### src/rtl/seq_gen_engine.sv
// Sequence generator engine: fills an internal register file with a
// Fibonacci / arithmetic / XOR-lag / subtract-lag sequence from two seeds,
// one entry per cycle, with optional saturation and a sticky overflow flag.
// A registered read port is available in every state.
module seq_gen_engine #(
  parameter int DW    = 32,
  parameter int DEPTH = 32,
  parameter int SAT   = 0
) (
  input  logic                       clk,
  input  logic                       rst_n,
  input  logic                       start,
  input  logic [1:0]                 mode,
  input  logic [DW-1:0]              seed0,
  input  logic [DW-1:0]              seed1,
  input  logic [$clog2(DEPTH):0]     len,
  output logic                       busy,
  output logic                       done,
  output logic                       ovf,
  input  logic [$clog2(DEPTH)-1:0]   rd_addr,
  output logic [DW-1:0]              rd_data
);

  localparam int AW = $clog2(DEPTH);
  localparam logic [AW:0] DEPTH_L = (AW+1)'(DEPTH);
  localparam logic [AW:0] ONE_L   = (AW+1)'(1);
  localparam logic [AW:0] TWO_L   = (AW+1)'(2);

  typedef enum logic [2:0] {
    S_IDLE  = 3'd0,
    S_INIT0 = 3'd1,
    S_INIT1 = 3'd2,
    S_CALC  = 3'd3,
    S_FIN   = 3'd4
  } state_t;

  state_t            state_q, state_d;
  logic [1:0]        mode_q, mode_d;
  logic [DW-1:0]     seed0_q, seed0_d;
  logic [DW-1:0]     seed1_q, seed1_d;
  logic [AW:0]       len_q, len_d;
  logic [AW:0]       idx_q, idx_d;
  logic [DW-1:0]     prev1_q, prev1_d;
  logic [DW-1:0]     prev2_q, prev2_d;
  logic              busy_q, busy_d;
  logic              done_q, done_d;
  logic              ovf_q, ovf_d;
  logic [DW-1:0]     rd_data_q, rd_data_d;
  logic [DW-1:0]     mem_q [DEPTH];

  logic              wr_en;
  logic [AW-1:0]     wr_addr;
  logic [DW-1:0]     wr_data;
  logic [DW:0]       res;

  // Add with carry-out in the MSB; clamps to all-ones when saturating.
  function automatic logic [DW:0] add_op(input logic [DW-1:0] a, input logic [DW-1:0] b);
    logic [DW:0] s;
    s = {1'b0, a} + {1'b0, b};
    if (SAT != 0 && s[DW]) s = {1'b1, {DW{1'b1}}};
    return s;
  endfunction

  // Subtract with borrow in the MSB; clamps to zero when saturating.
  function automatic logic [DW:0] sub_op(input logic [DW-1:0] a, input logic [DW-1:0] b);
    logic [DW:0] s;
    s = {1'b0, a} - {1'b0, b};
    if (SAT != 0 && s[DW]) s = {1'b1, {DW{1'b0}}};
    return s;
  endfunction

  // Requested length forced into 2..DEPTH.
  function automatic logic [AW:0] clamp_len(input logic [AW:0] l);
    if (l < TWO_L)        return TWO_L;
    else if (l > DEPTH_L) return DEPTH_L;
    else                  return l;
  endfunction

  // State register.
  always_ff @(posedge clk or negedge rst_n) begin
    if (!rst_n) state_q <= S_IDLE;
    else        state_q <= state_d;
  end

  // Next-state logic: INIT0/INIT1 write the seeds, CALC writes until R[L-1].
  always_comb begin
    state_d = state_q;
    case (state_q)
      S_IDLE:  if (start) state_d = S_INIT0;
      S_INIT0: state_d = S_INIT1;
      S_INIT1: state_d = (len_q > TWO_L) ? S_CALC : S_FIN;
      S_CALC:  if (idx_q == len_q - ONE_L) state_d = S_FIN;
      S_FIN:   state_d = S_IDLE;
      default: state_d = S_IDLE;
    endcase
  end

  // Output/datapath logic: run latches, write port, lag pipeline and flags.
  always_comb begin
    mode_d  = mode_q;
    seed0_d = seed0_q;
    seed1_d = seed1_q;
    len_d   = len_q;
    idx_d   = idx_q;
    prev1_d = prev1_q;
    prev2_d = prev2_q;
    busy_d  = busy_q;
    done_d  = 1'b0;
    ovf_d   = ovf_q;
    wr_en   = 1'b0;
    wr_addr = idx_q[AW-1:0];
    wr_data = '0;
    res     = '0;
    case (state_q)
      S_IDLE: begin
        if (start) begin
          mode_d  = mode;
          seed0_d = seed0;
          seed1_d = seed1;
          len_d   = clamp_len(len);
          idx_d   = '0;
          ovf_d   = 1'b0;
          busy_d  = 1'b1;
        end
      end
      S_INIT0: begin
        wr_en   = 1'b1;
        wr_data = seed0_q;
        prev1_d = seed0_q;
        idx_d   = idx_q + ONE_L;
      end
      S_INIT1: begin
        // Mode 1 treats seed1 as the step, so R[1] is already seed0+step.
        if (mode_q == 2'd1) begin
          res   = add_op(prev1_q, seed1_q);
          ovf_d = ovf_q | res[DW];
          wr_data = res[DW-1:0];
        end else begin
          wr_data = seed1_q;
        end
        wr_en   = 1'b1;
        prev2_d = prev1_q;
        prev1_d = wr_data;
        idx_d   = idx_q + ONE_L;
      end
      S_CALC: begin
        case (mode_q)
          2'd0:    res = add_op(prev1_q, prev2_q);
          2'd1:    res = add_op(prev1_q, seed1_q);
          2'd2:    res = {1'b0, prev1_q ^ prev2_q};
          default: res = sub_op(prev1_q, prev2_q);
        endcase
        ovf_d   = ovf_q | res[DW];
        wr_en   = 1'b1;
        wr_data = res[DW-1:0];
        prev2_d = prev1_q;
        prev1_d = res[DW-1:0];
        idx_d   = idx_q + ONE_L;
      end
      S_FIN: begin
        busy_d = 1'b0;
        done_d = 1'b1;
      end
      default: ;
    endcase
    rd_data_d = ({1'b0, rd_addr} < DEPTH_L) ? mem_q[rd_addr] : '0;
  end

  // Control and datapath registers, all cleared by reset.
  always_ff @(posedge clk or negedge rst_n) begin
    if (!rst_n) begin
      mode_q    <= '0;
      seed0_q   <= '0;
      seed1_q   <= '0;
      len_q     <= '0;
      idx_q     <= '0;
      prev1_q   <= '0;
      prev2_q   <= '0;
      busy_q    <= 1'b0;
      done_q    <= 1'b0;
      ovf_q     <= 1'b0;
      rd_data_q <= '0;
    end else begin
      mode_q    <= mode_d;
      seed0_q   <= seed0_d;
      seed1_q   <= seed1_d;
      len_q     <= len_d;
      idx_q     <= idx_d;
      prev1_q   <= prev1_d;
      prev2_q   <= prev2_d;
      busy_q    <= busy_d;
      done_q    <= done_d;
      ovf_q     <= ovf_d;
      rd_data_q <= rd_data_d;
    end
  end

  // Sequence storage; a same-cycle read sees the pre-write value.
  always_ff @(posedge clk or negedge rst_n) begin
    if (!rst_n) begin
      for (int i = 0; i < DEPTH; i++) mem_q[i] <= '0;
    end else if (wr_en) begin
      mem_q[wr_addr] <= wr_data;
    end
  end

  assign busy    = busy_q;
  assign done    = done_q;
  assign ovf     = ovf_q;
  assign rd_data = rd_data_q;

endmodule

### config.mk
export PLATFORM = sky130hd
export DESIGN_NAME = seq_gen_engine
export DESIGN_NICKNAME = d
export VERILOG_FILES = /design/src/rtl/seq_gen_engine.sv
export SDC_FILE = /design/constraint.sdc
export NUM_CORES = 2
export LEC_CHECK = 0
export CAP_MARGIN = 20
export CORE_MARGIN = 2
export CORE_UTILIZATION = 42
export CTS_BUF_LIST = sky130_fd_sc_hd__clkbuf_8
export DETAILED_ROUTE_END_ITERATION = 12
export DONT_BUFFER_PORTS = 1
export GPL_TIMING_DRIVEN = 0
export PLACE_DENSITY = 0.56
export SYNTH_ARGS = -nofsm -noshare
export SYNTH_HDL_FRONTEND = slang
export SYNTH_SLANG_ARGS = --single-unit
### constraint.sdc
create_clock -name clk -period 12 [get_ports clk]
set_input_delay 0 -clock clk [delete_from_list [all_inputs] [get_ports clk]]
set_output_delay 0 -clock clk [all_outputs]
set_load 0.02 [all_outputs]
; After elaboration in Yosys (flattened, before gate mapping)
; Cells that the tools add are included.
[totals]
ff_bits = 1204
inputBits = 80
[classes]
add_sub_neg = 5
n_lt_le_gt_ge = 6
eq_ne = 10
n_mux = 26
bitwise_logic = 5
reduce_logical = 14
[ops]
columns = cell, n
row1 = bitwise mux 1024 bit, 1
row2 = one-hot mux 32 bit (3 select lines), 2
row3 = binary-select mux 32 bit (select 5 bit), 1
row4 = demux 32 bit (select 5 bit), 1
row5 = two-way mux 32 bit, 4
row6 = one-hot mux 33 bit (3 select lines), 1
row7 = adder 32 x 32 -> 33 bit, 2
row8 = two-way mux 33 bit, 1
row9 = subtractor 32 x 32 -> 33 bit, 1
row10 = XOR 32 bit, 1
row11 = two-way mux 6 bit, 3
row12 = ">= comparator 6 bit, second input constant", 2
row13 = inverter 5 -> 6 bit, 2
row14 = one-hot mux 3 bit (4 select lines), 1
row15 = one-hot mux 6 bit (2 select lines), 1
row16 = two-way mux 3 bit, 3
row17 = AND reduction 2 bit, 4
row18 = "adder 6 x 1 -> 6 bit, second input constant", 1
row19 = "equality test 3 x 2 -> 1 bit, second input constant", 2
row20 = equality test 6 bit, 1
row21 = "> comparator 6 x 2 -> 1 bit, second input constant", 1
row22 = "> comparator 6 bit, second input constant", 1
row23 = "< comparator 6 x 1 -> 1 bit, second input constant", 1
row24 = "< comparator 6 x 2 -> 1 bit, second input constant", 1
row25 = 18 further kinds, 27

; Depth between registers and ports, before layout
[depth]
word_depth = 6
depth_mapped = 20
ltp_nobuf = 18

; Worst setup path after synthesis
; Ideal clock, no wire load.
[synth_path]
path_kind = reg-to-reg
start = register prev2_q[5]
end = register mem_q[1020] in the netlist's numbering
setup_ps = 65
arrival_ps = 4544
required_time_ps = 11935
path_slack_ps = 7391
path_stages_with_launch = 21
n_path_buf = 2
cell_sequence = dfrtp_1 > or4_1 > nor4_1 > and3b_1 > and2_1 > and3b_1 > and3b_1 > nor2_1 > xnor2_1 > ha_1 > clkbuf_1 > a21oi_1 > o21ai_0 > a211oi_1 > o2bb2ai_1 > a31oi_1 > and3_1 > o31ai_1 > o31a_1 > clkbuf_1 > mux2_2
[synth_between]
elab_chain_cells = 5
[synth_rtl]
columns = element, line_no
row1 = start: declaration, 44  ; logic [DW-1:0] prev2_q, prev2_d;
row2 = start signal: assignment, 190  ; prev2_q <= prev2_d;
row3 = subtractor 32 x 32 -> 33 bit / adder 32 x 32 -> 33 bit (equally long branches), "67, 59"
row4 = one-hot mux 33 bit (3 select lines) *, 147  ; case (mode_q)
row5 = two-way mux 33 bit *, 114  ; case (state_q)
row6 = one-hot mux 32 bit (3 select lines) *, 114
row7 = bitwise mux 1024 bit *, 203  ; mem_q[wr_addr] <= wr_data;
row8 = end signal: indexed assignment, 203
row9 = end: declaration, 49  ; logic [DW-1:0] mem_q [DEPTH];
; Mark *: on every way between the ends. The rest lies on a longest branch, timed or not. The select of a mux whose other input is x is not followed.
; A chain may end at the register's enable or synchronous reset.

; Worst setup path in the final report
[layout_path]
start = register prev2_q[5]
end = register mem_q[668] in the netlist's numbering
; Same word-level chain as after synthesis.

==> metrics.cfg <==
[outcome]
status = finished clean

[power]
leakage_nw = 29.2
combPwrFrac_pct = 45.2
p_clk_share_pct = 21.0
internal_power_w = 0.0100
peakVddDrop_v = 0.000155
power.share.sequential_pct = 33.8
power.total_w = 0.0182
p_per_area_nw_per_um2 = 277
swShare_pct = 45.0
power.switching_w = 0.00818

[global_route]
met3_usage_pct = 3.67
grt_pass1_wl_mm = 279
grt_max_degree = 1205
grt.met1_usage_pct = 37.1
grt.busiest_layer = met2
antenna_found_initial = 7
met2_usage_pct = 43.4
gr-total-overflow = 0
track_usage_pct = 26.8
grt_pass1_vias = 44293

[timing]
setup_ws_ns = 5.47
setup_viol = 0
worst_pin_slew_ns = 1.36
slew_violations = 0
period_share_pct = 54.4
skew_ns = 0.0484
grt_setup_unrepaired = no
fmax_ghz = 0.153
holdWs_ns = 0.0857
tns_ns = 0
slew_headroom_pct = 9.61
period_needed_ns = 6.53
hold_viol = 0

[layout]
num-fill-cells = 12664
final_cell_mix = nand2_1 (1228), dfrtp_1 (1204), o21ai_0 (829)
final_common_cell = nand2_1
nNetsFinal = 5963
drive_above_1_share_pct = 13.9
final_cell_area_um2 = 65800
syn_to_final_growth_pct = 15.4

[critical_path]
worstSetupPathType = register to register
cp_max_fo = 10
crit_path_end_kind = register
crit_buf_inv = 2
slowest_delay_ns = 0.74
crit_required_ns = 12.82
startpoint_type = register
cp.arrival_ns = 7.35
path_delay_family = simple AND/OR/NAND/NOR gates
cp_cell_sequence = or4_1, nor4_1, and3b_1, and2_1, and3b_1, and3b_1, nor2_1, xnor2_1, ha_1, clkbuf_1, a21oi_1, o21ai_0, a211oi_1, nand3_1, o311ai_0, o31a_1, clkbuf_1, mux2_2
crit_top_cell = and3b_1
cp_slowest_cell = o311ai_0

[cts]
htreeDepth = 4
cts-root-buf = clkbuf_8
clk_pin_slew_ns = 0.06
cts_max_path_buffers = 3
clk_latency_ns = 0.93
cts_made_buffers = 198
clock-sinks = 1204
postCtsSetupRepairBufs = 0
cts_tree = built

[hold_path]
hp-class = primary input to register

[logic_synthesis]
yosys_warnings = 0
syn_area_um2 = 57000
yosys_most_used_dff = dfrtp_1
synthDistinctLibCells = 76
avgSynthCellArea_um2 = 10.6
syn_inst = 5391
yosysSeqAreaShare_pct = 52.9
synth_edf_count = 0
async_flop_share_pct = 100
syn_nets = 5550
ys_ff_latch = 1204

[die]
ioPinCount = 115
coreArea_um2 = 135000
die_w_um = 372
rows = 135
die-height_um = 372
initial_core_util_pct = 42.2
dieArea_um2 = 139000

[flow_run]
cap_viol_max_count = 0

[placed_design]
dp_slack_ns = 5.62
io_buffers = 0
place_hpwl_mm = 137
placed_area_um2 = 59400
place_congestion = 0.965

[drt]
dr.pass1.iters = 8
avgViaCountPerCell = 5.59
ant_nets = 0
routed_wl_mm = 183
dr_total_vias = 43360
drt_iter0_drc = 3518
drc = 0
wire_per_inst_um = 23.6

cells by family after synthesis:
family | Yosys count | share of synthesized area (%)
simple gates | 1711 | 12.1
buf+inv | 493 | 3.30
fa+ha+maj | 79 | 1.76
compound gates | 1334 | 12.9
mux | 462 | 15.4
flops | 1204 | 52.9
xor+xnor | 108 | 1.66
worst register-to-register path, stage by stage, from the launching register on:
cell and delay, ns:
dfrtp_1 0.45, or4_1 0.61, nor4_1 0.46, and3b_1 0.32, and2_1 0.19, and3b_1 0.34
and3b_1 0.27, nor2_1 0.08, xnor2_1 0.16, ha_1 0.26, clkbuf_1 0.22, a21oi_1 0.31
o21ai_0 0.19, a211oi_1 0.43, nand3_1 0.18, o311ai_0 0.74, o31a_1 0.52, clkbuf_1 0.47
mux2_2 0.25
layout make-up:
| type | instances | area (um^2) | area share [%] |
|---|---|---|---|
| clock buffers | 257 | 3540 | 5.38 |
| plain buffers | 454 | 1740 | 2.64 |
| clock inverters | 107 | 703 | 1.07 |
| diodes | 5 | 12.5 | 0.0190 |
| multi-input cells | 3694 | 25000 | 38.0 |
| inverters | 39 | 146 | 0.223 |
| repair buffers | 213 | 2280 | 3.46 |
| flip-flops and latches | 1204 | 30100 | 45.8 |
| well taps | 1781 | 2230 | 3.39 |
power groups by stage:
stage               clock network [W]  registers [W]  logic (W)
finish                        0.00382        0.00615    0.00823
CTS                           0.00391        0.00613    0.00798
global route                  0.00409        0.00628    0.00900
global placement                    0        0.00614    0.00762
floorplan                           0        0.00586    0.00510
detailed placement                  0        0.00619    0.00781
cell usage after synthesis (33+ instances only):
cell type	number	area (um^2)
a21o_1	34	255
a21oi_1	256	1280
a31oi_1	60	375
buf_1	33	124
clkbuf_1	411	1540
dfrtp_1	1204	30100
ha_1	77	963
inv_1	39	146
mux2_2	131	1480
mux4_2	320	7210
nand2_1	1228	4610
nand3_1	33	165
nor2_1	289	1080
o21ai_0	829	4150
xnor2_1	33	289
xor2_1	75	657
final timing paths:
path | from | slack, ns | endpoint | cells past startpoint
worst max register to register | prev2_q[5] | 5.47 | mem_q[668] | 18
worst max-delay path | prev2_q[5] | 5.47 | mem_q[668] | 18
worst min register to register | mem_q[607] | 0.47 | mem_q[607] | 2
max in group asynchronous | rst_n | 9.03 | mem_q[89] | 6
worst min-delay path | rd_addr[1] | 0.09 | rd_data[7] | 4
min in group asynchronous | rst_n | 0.31 | rd_data[8] | 4
state kept, by name (all words and copies together) (netlist names), 2 cells and up:
signal,count
mem_q,1024
prev1_q,32
mode_q,2
len_q,6
prev2_q,32
state_q,3
rd_data,32
seed1_q,32
idx_q,6
seed0_q,32
timing repair:
item | in CTS | in global routing
hold buffers | 174 | 5
endpoints found under the hold margin | 1281 | 259
resized for setup | 0 | 0
routing by layer:
layer  up-vias  wire (um)  part of all wire, %
met4         4       6100                  3.3
met1     22007      79600                   44
met5         -         21                0.011
li1      19790          -                    -
met3       309      10000                  5.5
met2      1250      87100                   48
through the flow:
stage	util, %	cells
3_3_place_gp	43.8	7172
4_1_cts	48.4	7729
5_1_grt	48.7	7753
2_1_floorplan	-	5391
6_report	48.7	7754
3_5_place_dp	44.0	7191
Note: power is estimated with default switching activity, not from simulation.
